## src/rtl/xy_cond_pkg.sv

```systemverilog
// Shared types and defaults for the X/Y switch conditioner.
// Holds the per-channel debounce state encoding and a small state-decode helper.
package xy_cond_pkg;

    localparam int DEF_SYNC_STAGES = 2;
    localparam int DEF_DB_CYCLES   = 4;

    typedef enum logic [1:0] {
        DB_LOW       = 2'd0,
        DB_PEND_HIGH = 2'd1,
        DB_HIGH      = 2'd2,
        DB_PEND_LOW  = 2'd3
    } db_state_t;

    function automatic logic is_pend(input logic [1:0] s);
        return (s == DB_PEND_HIGH) || (s == DB_PEND_LOW);
    endfunction

endpackage

```

## src/rtl/xy_input_conditioner_debounce_channel.sv

```systemverilog
// One debounced input: synchronizer chain, 4-state debounce FSM with agree counter,
// registered level and one-cycle rise/fall pulses. o_state exposes the FSM state.
module debounce_channel
    import xy_cond_pkg::*;
#(
    parameter int SYNC_STAGES = DEF_SYNC_STAGES,
    parameter int DB_CYCLES   = DEF_DB_CYCLES
) (
    input  logic       clk,
    input  logic       rst,
    input  logic       i_raw,
    output logic       o_level,
    output logic       o_rise,
    output logic       o_fall,
    output logic [1:0] o_state
);

    localparam int CNT_W = $clog2(DB_CYCLES + 1);
    localparam logic [CNT_W-1:0] CNT_TERM = CNT_W'(DB_CYCLES - 1);
    localparam logic [CNT_W-1:0] CNT_ONE  = CNT_W'(1);

    logic [SYNC_STAGES-1:0] r_sync;
    logic                   w_sync;
    db_state_t              r_state;
    logic [CNT_W-1:0]       r_cnt;
    logic                   r_level;
    logic                   r_rise;
    logic                   r_fall;

    always_ff @(posedge clk) begin
        if (rst) r_sync <= '0;
        else     r_sync <= {r_sync[SYNC_STAGES-2:0], i_raw};
    end

    assign w_sync = r_sync[SYNC_STAGES-1];

    // Counter counts agreeing samples; it is cleared on every exit from a PEND state.
    always_ff @(posedge clk) begin
        if (rst) begin
            r_state <= DB_LOW;
            r_cnt   <= '0;
            r_level <= 1'b0;
            r_rise  <= 1'b0;
            r_fall  <= 1'b0;
        end else begin
            r_rise <= 1'b0;
            r_fall <= 1'b0;
            case (r_state)
                DB_LOW: begin
                    if (w_sync) begin
                        r_state <= DB_PEND_HIGH;
                        r_cnt   <= CNT_ONE;
                    end else begin
                        r_cnt <= '0;
                    end
                end
                DB_PEND_HIGH: begin
                    if (!w_sync) begin
                        r_state <= DB_LOW;
                        r_cnt   <= '0;
                    end else if (r_cnt == CNT_TERM) begin
                        r_state <= DB_HIGH;
                        r_cnt   <= '0;
                        r_level <= 1'b1;
                        r_rise  <= 1'b1;
                    end else begin
                        r_cnt <= r_cnt + CNT_ONE;
                    end
                end
                DB_HIGH: begin
                    if (!w_sync) begin
                        r_state <= DB_PEND_LOW;
                        r_cnt   <= CNT_ONE;
                    end else begin
                        r_cnt <= '0;
                    end
                end
                DB_PEND_LOW: begin
                    if (w_sync) begin
                        r_state <= DB_HIGH;
                        r_cnt   <= '0;
                    end else if (r_cnt == CNT_TERM) begin
                        r_state <= DB_LOW;
                        r_cnt   <= '0;
                        r_level <= 1'b0;
                        r_fall  <= 1'b1;
                    end else begin
                        r_cnt <= r_cnt + CNT_ONE;
                    end
                end
                default: begin
                    r_state <= DB_LOW;
                    r_cnt   <= '0;
                    r_level <= 1'b0;
                end
            endcase
        end
    end

    assign o_level = r_level;
    assign o_rise  = r_rise;
    assign o_fall  = r_fall;
    assign o_state = r_state;

endmodule

```

## src/rtl/xy_input_conditioner.sv

```systemverilog
// Conditions two asynchronous bouncy inputs into clean debounced levels and edge pulses.
// busy flags that either channel is still deciding on a pending change.
module xy_input_conditioner
    import xy_cond_pkg::*;
#(
    parameter int SYNC_STAGES = DEF_SYNC_STAGES,
    parameter int DB_CYCLES   = DEF_DB_CYCLES
) (
    input  logic clk,
    input  logic rst,
    input  logic x_raw,
    input  logic y_raw,
    output logic x,
    output logic y,
    output logic x_rise,
    output logic y_rise,
    output logic x_fall,
    output logic y_fall,
    output logic busy
);

    logic [1:0] w_x_state;
    logic [1:0] w_y_state;

    debounce_channel #(
        .SYNC_STAGES(SYNC_STAGES),
        .DB_CYCLES  (DB_CYCLES)
    ) u_x (
        .clk    (clk),
        .rst    (rst),
        .i_raw  (x_raw),
        .o_level(x),
        .o_rise (x_rise),
        .o_fall (x_fall),
        .o_state(w_x_state)
    );

    debounce_channel #(
        .SYNC_STAGES(SYNC_STAGES),
        .DB_CYCLES  (DB_CYCLES)
    ) u_y (
        .clk    (clk),
        .rst    (rst),
        .i_raw  (y_raw),
        .o_level(y),
        .o_rise (y_rise),
        .o_fall (y_fall),
        .o_state(w_y_state)
    );

    assign busy = is_pend(w_x_state) | is_pend(w_y_state);

endmodule

```

## config.mk

```make
export PLATFORM = sky130hd
export DESIGN_NAME = xy_input_conditioner
export DESIGN_NICKNAME = d
export VERILOG_FILES = /design/src/rtl/xy_cond_pkg.sv /design/src/rtl/xy_input_conditioner_debounce_channel.sv /design/src/rtl/xy_input_conditioner.sv
export SDC_FILE = /design/constraint.sdc
export NUM_CORES = 1
export LEC_CHECK = 0
export ABC_AREA = 1
export BUFFER_PORTS_ARGS = -buffer_cell sky130_fd_sc_hd__buf_2
export CAP_MARGIN = 20
export CORE_ASPECT_RATIO = 1.5
export CORE_MARGIN = 10
export CORE_UTILIZATION = 30
export DETAILED_ROUTE_END_ITERATION = 6
export GPL_TIMING_DRIVEN = 1
export HOLD_SLACK_MARGIN = 0.05
export PLACE_DENSITY = 0.51
export REMOVE_ABC_BUFFERS = 1
export SLEW_MARGIN = 20
export SYNTH_ARGS = -nofsm -noshare
export SYNTH_HDL_FRONTEND = slang
export SYNTH_HIERARCHICAL = 1
export SYNTH_SLANG_ARGS = --single-unit
```

## constraint.sdc

```tcl
create_clock -name clk -period 1.4 [get_ports clk]
set_input_delay 0.14 -clock clk [delete_from_list [all_inputs] [get_ports clk]]
set_output_delay 0.14 -clock clk [all_outputs]
set_load 0.01 [all_outputs]
```

==> results.md <==
- Area of the core: 2680 sq um
- Psw: between 0.0002 and 0.00025 W
- Primary FF master, synth: dfxtp_1
- Final TNS setup: 0 ns
- Post-synth EDFFs: 0
- Port-buffer cells: 10
- Tot GR Track Use: 0.0631
- GR peak layer: met2
- Setup WS post-layout: 0.344 ns
- Actual slew at the worst max-slew pin: around 0.21 ns
- Area leader, netlist: dfxtp_1
- Fmax: roughly 0.95 GHz
- Met3 Use GR: 0.0253
- Crit. Startpoint: u_x/r_cnt[0]$_SDFF_PP0_
- Nets: roughly 130
- Clk slew on worst S/H paths: roughly 0.07 ns
- Register area: approximately 400 sq um
- Synth cell count leaders: 20 x dfxtp_1, 19 x nand2_1, 16 x inv_1
- Worst Path Required: ~1.5 ns
- Synth cell types: 15
- Hold bufs inserted after CTS: 0
- CTS Root Cell: clkbuf_8
- Clock share of power: 0.369
- Wire length per cell: 9.83 um
- RSZ-0062 raised after global routing: no
- Min-Delay Path Class: in2reg
- Count of cells resized by post-cts repair: 0
- End of the critical path: u_x/o_level$_SDFFE_PP0P_
- Seq pwr share: 0.594
- Peak supply drop: between 0.3 and 0.4 mV
- CP Launch Type: register
- Slew Limit Fails: 0
- Max_slew headroom: 0.860
- Clk Latency, worst-skew pair: 0.25 ns
- Post-route minimum period: between 1 and 1.5 ns
- Max Clock Skew: around 0.0028 ns
- Flops & latches, synth: 20
- R2R cell count: 6
- Antenna Cells: 0
- Height of the chip: 84.5 um
- Starting density of the core: 0.311
- Internal power: between 0.0007 and 0.0008 W
- Synth top area cells: dfxtp_1 48%, nand2_1 8.6%, inv_1 7.2%, nor2_1 5.4%, nand3_2 4.8%
- Initial drt markers: 3
- Routability cong.: between 0.7 and 0.8
- Syn avg cell area: slightly below 8 sq um
- TritonCTS Sinks: 20
- Worst r2r dst: u_x/o_level$_SDFFE_PP0P_
- Fin. Hold Viols: 0
- Synthesis-to-layout area growth: 16.5%
- Post-synth ARST share: 0
- Worst Setup Path Type: reg2reg
- DP HPWL: about 1200 um
- # fillers: 280
- Period Utilization, post-route: 0.754
- Leakage: between 0.4 and 0.5 nW
- Synth warn: 6
- Multi-input combinational cell area: ~350 sq um
- Die area: between 5000 and 6000 sq um
- Post-Syn Instances: 105
- Met2 Usage GRT: 0.107
- Gate power share: 0.037
- Final setup fails: 0
- DR vias: 652
- Congestion Overflow GR: 0
- GRT met1 Usage: 0.0616
- Share of cells above drive strength 1: 0.297
- Final ANT Viol Nets: 0
- Post-Syn Area: between 800 and 900 sq um
- Detailed Route WL: ~1500 um
- Share of the synthesized area in the top cell type: 0.481
- Crit. End Element: register
- Dpl ws: around 0.35 ns
- Crit Reg-Reg Startpoint: u_x/r_cnt[0]$_SDFF_PP0_
- Max-cap viol count: 0
- Post-synthesis sequential area ratio: 0.481
- Initial antenna violation count: 0
- Number of global-route vias before repair: approximately 650
- Crit-path max cell delay: approximately 0.34 ns
- Remaining DRCs: 0
- Pre-antenna DRT Iters: 2
- CTS tree: yes
- Clock Path Buffers: 2
- Sw Ratio: 0.206
- # rows: 23
- Post-CTS Repair Setup Buffers: 0
- I/O Pins: 11
- Die X: 63 um
- Critical Path AT: 1.19 ns
- Most frequent cell after synthesis: dfxtp_1
- CP Max Fanout: 3
- CP Cell Sequence: ha_1 -> nand2_2 -> inv_2 -> nand2_1 -> nor2_1 -> o22ai_1
- Pwr/cell area: 1020 nW/um^2
- Routed vias/inst: about 4.2
- Largest net degree at the start of global routing: 11
- First-pass GRT wire length: 2730 um
- Number of buffers created by CTS: 3
- H-tree depth: 1
- Worst R2R Setup Slack: roughly 0.34 ns
- Status: completed
- CP max stage cell: dfxtp_1
==> stage by stage <==
step	total power (W)	area, sq um	std cells	util	hold slack, ns
floorplan	0.000620	832	105	-	0.211
global placement	0.000634	928	152	0.347	0.341
detailed placement	0.000636	928	152	0.347	0.351
CTS	0.00100	970	155	0.362	0.0806
global route	0.00103	970	155	0.362	0.0969
finish	0.000985	970	155	0.362	0.0835
==> placed cells by master, fill, tap and decap left out, drive strengths merged <==
cell     n
nand2   23
dfxtp   20
buf     10
nor2    14
inv     22
a21oi    2
nor3     6
nand3   10
clkbuf   3
ha       2
o21ai    4
o22ai    2
==> registers in the layout, indices dropped and copies added (netlist names), named ones only <==
signal and count:
u_x/o_fall 1, u_y/o_rise 1, u_x/r_sync 2, u_x/o_state 1
u_y/r_sync 2, u_x/o_rise 1, u_x/r_cnt 3, u_y/o_state 1
u_x/o_level 1, u_y/o_level 1, u_y/r_cnt 3, u_y/o_fall 1
==> power by group through the flow <==
stage	clock network, W	logic (W)	registers (W)
final	0.000364	0.0000362	0.000585
after global routing	0.000402	0.0000424	0.000586
after CTS	0.000383	0.0000375	0.000585
after detailed placement	0	0.0000373	0.000598
after global placement	0	0.0000365	0.000598
after floorplan	0	0.0000232	0.000597
==> worst min-delay path by stage <==
stage / start / cells past startpoint / to
4_1_cts: y_raw / 3 / u_y/r_sync[0]$_SDFF_PP0_
2_1_floorplan: rst / 1 / u_x/r_sync[0]$_SDFF_PP0_
5_1_grt: y_raw / 3 / u_y/r_sync[0]$_SDFF_PP0_
6_report: y_raw / 3 / u_y/r_sync[0]$_SDFF_PP0_
3_5_place_dp: x_raw / 3 / u_x/r_sync[0]$_SDFF_PP0_
3_3_place_gp: x_raw / 3 / u_x/r_sync[0]$_SDFF_PP0_
==> per-layer routing <==
layer | wire length [um] | vias to the layer above | share of wire
li1 | - | 353 | -
met1 | 658 | 284 | 0.43
met2 | 768 | 11 | 0.50
met3 | 70 | 4 | 0.046
met4 | 25 | 0 | 0.016
met5 | 0 | - | 0
==> worst max-delay path, delay by kind of cell (launching register included) <==
kind	cells	cell delay, ns
compound gates	1	0.08
fa+ha+maj	1	0.20
buf+inv	1	0.08
flops	1	0.34
simple gates	3	0.25
==> cell type report <==
class                           count  area share
Sequential cell                    20       0.413
Multi-Input combinational cell     63       0.360
Clock buffer                        3      0.0426
Timing Repair Buffer               10      0.0516
Inverter                           22      0.0852
Tap cell                           37      0.0477
==> logic make-up (layout without fill, tap and decap cells) <==
family,count (synthesis),in the layout,share of synthesized area
flops,20,20,0.481
compound gates,8,8,0.0602
simple gates,53,53,0.329
buf+inv,22,35,0.0992
fa+ha+maj,2,2,0.0301
Note: power is estimated with default switching activity, not from simulation.
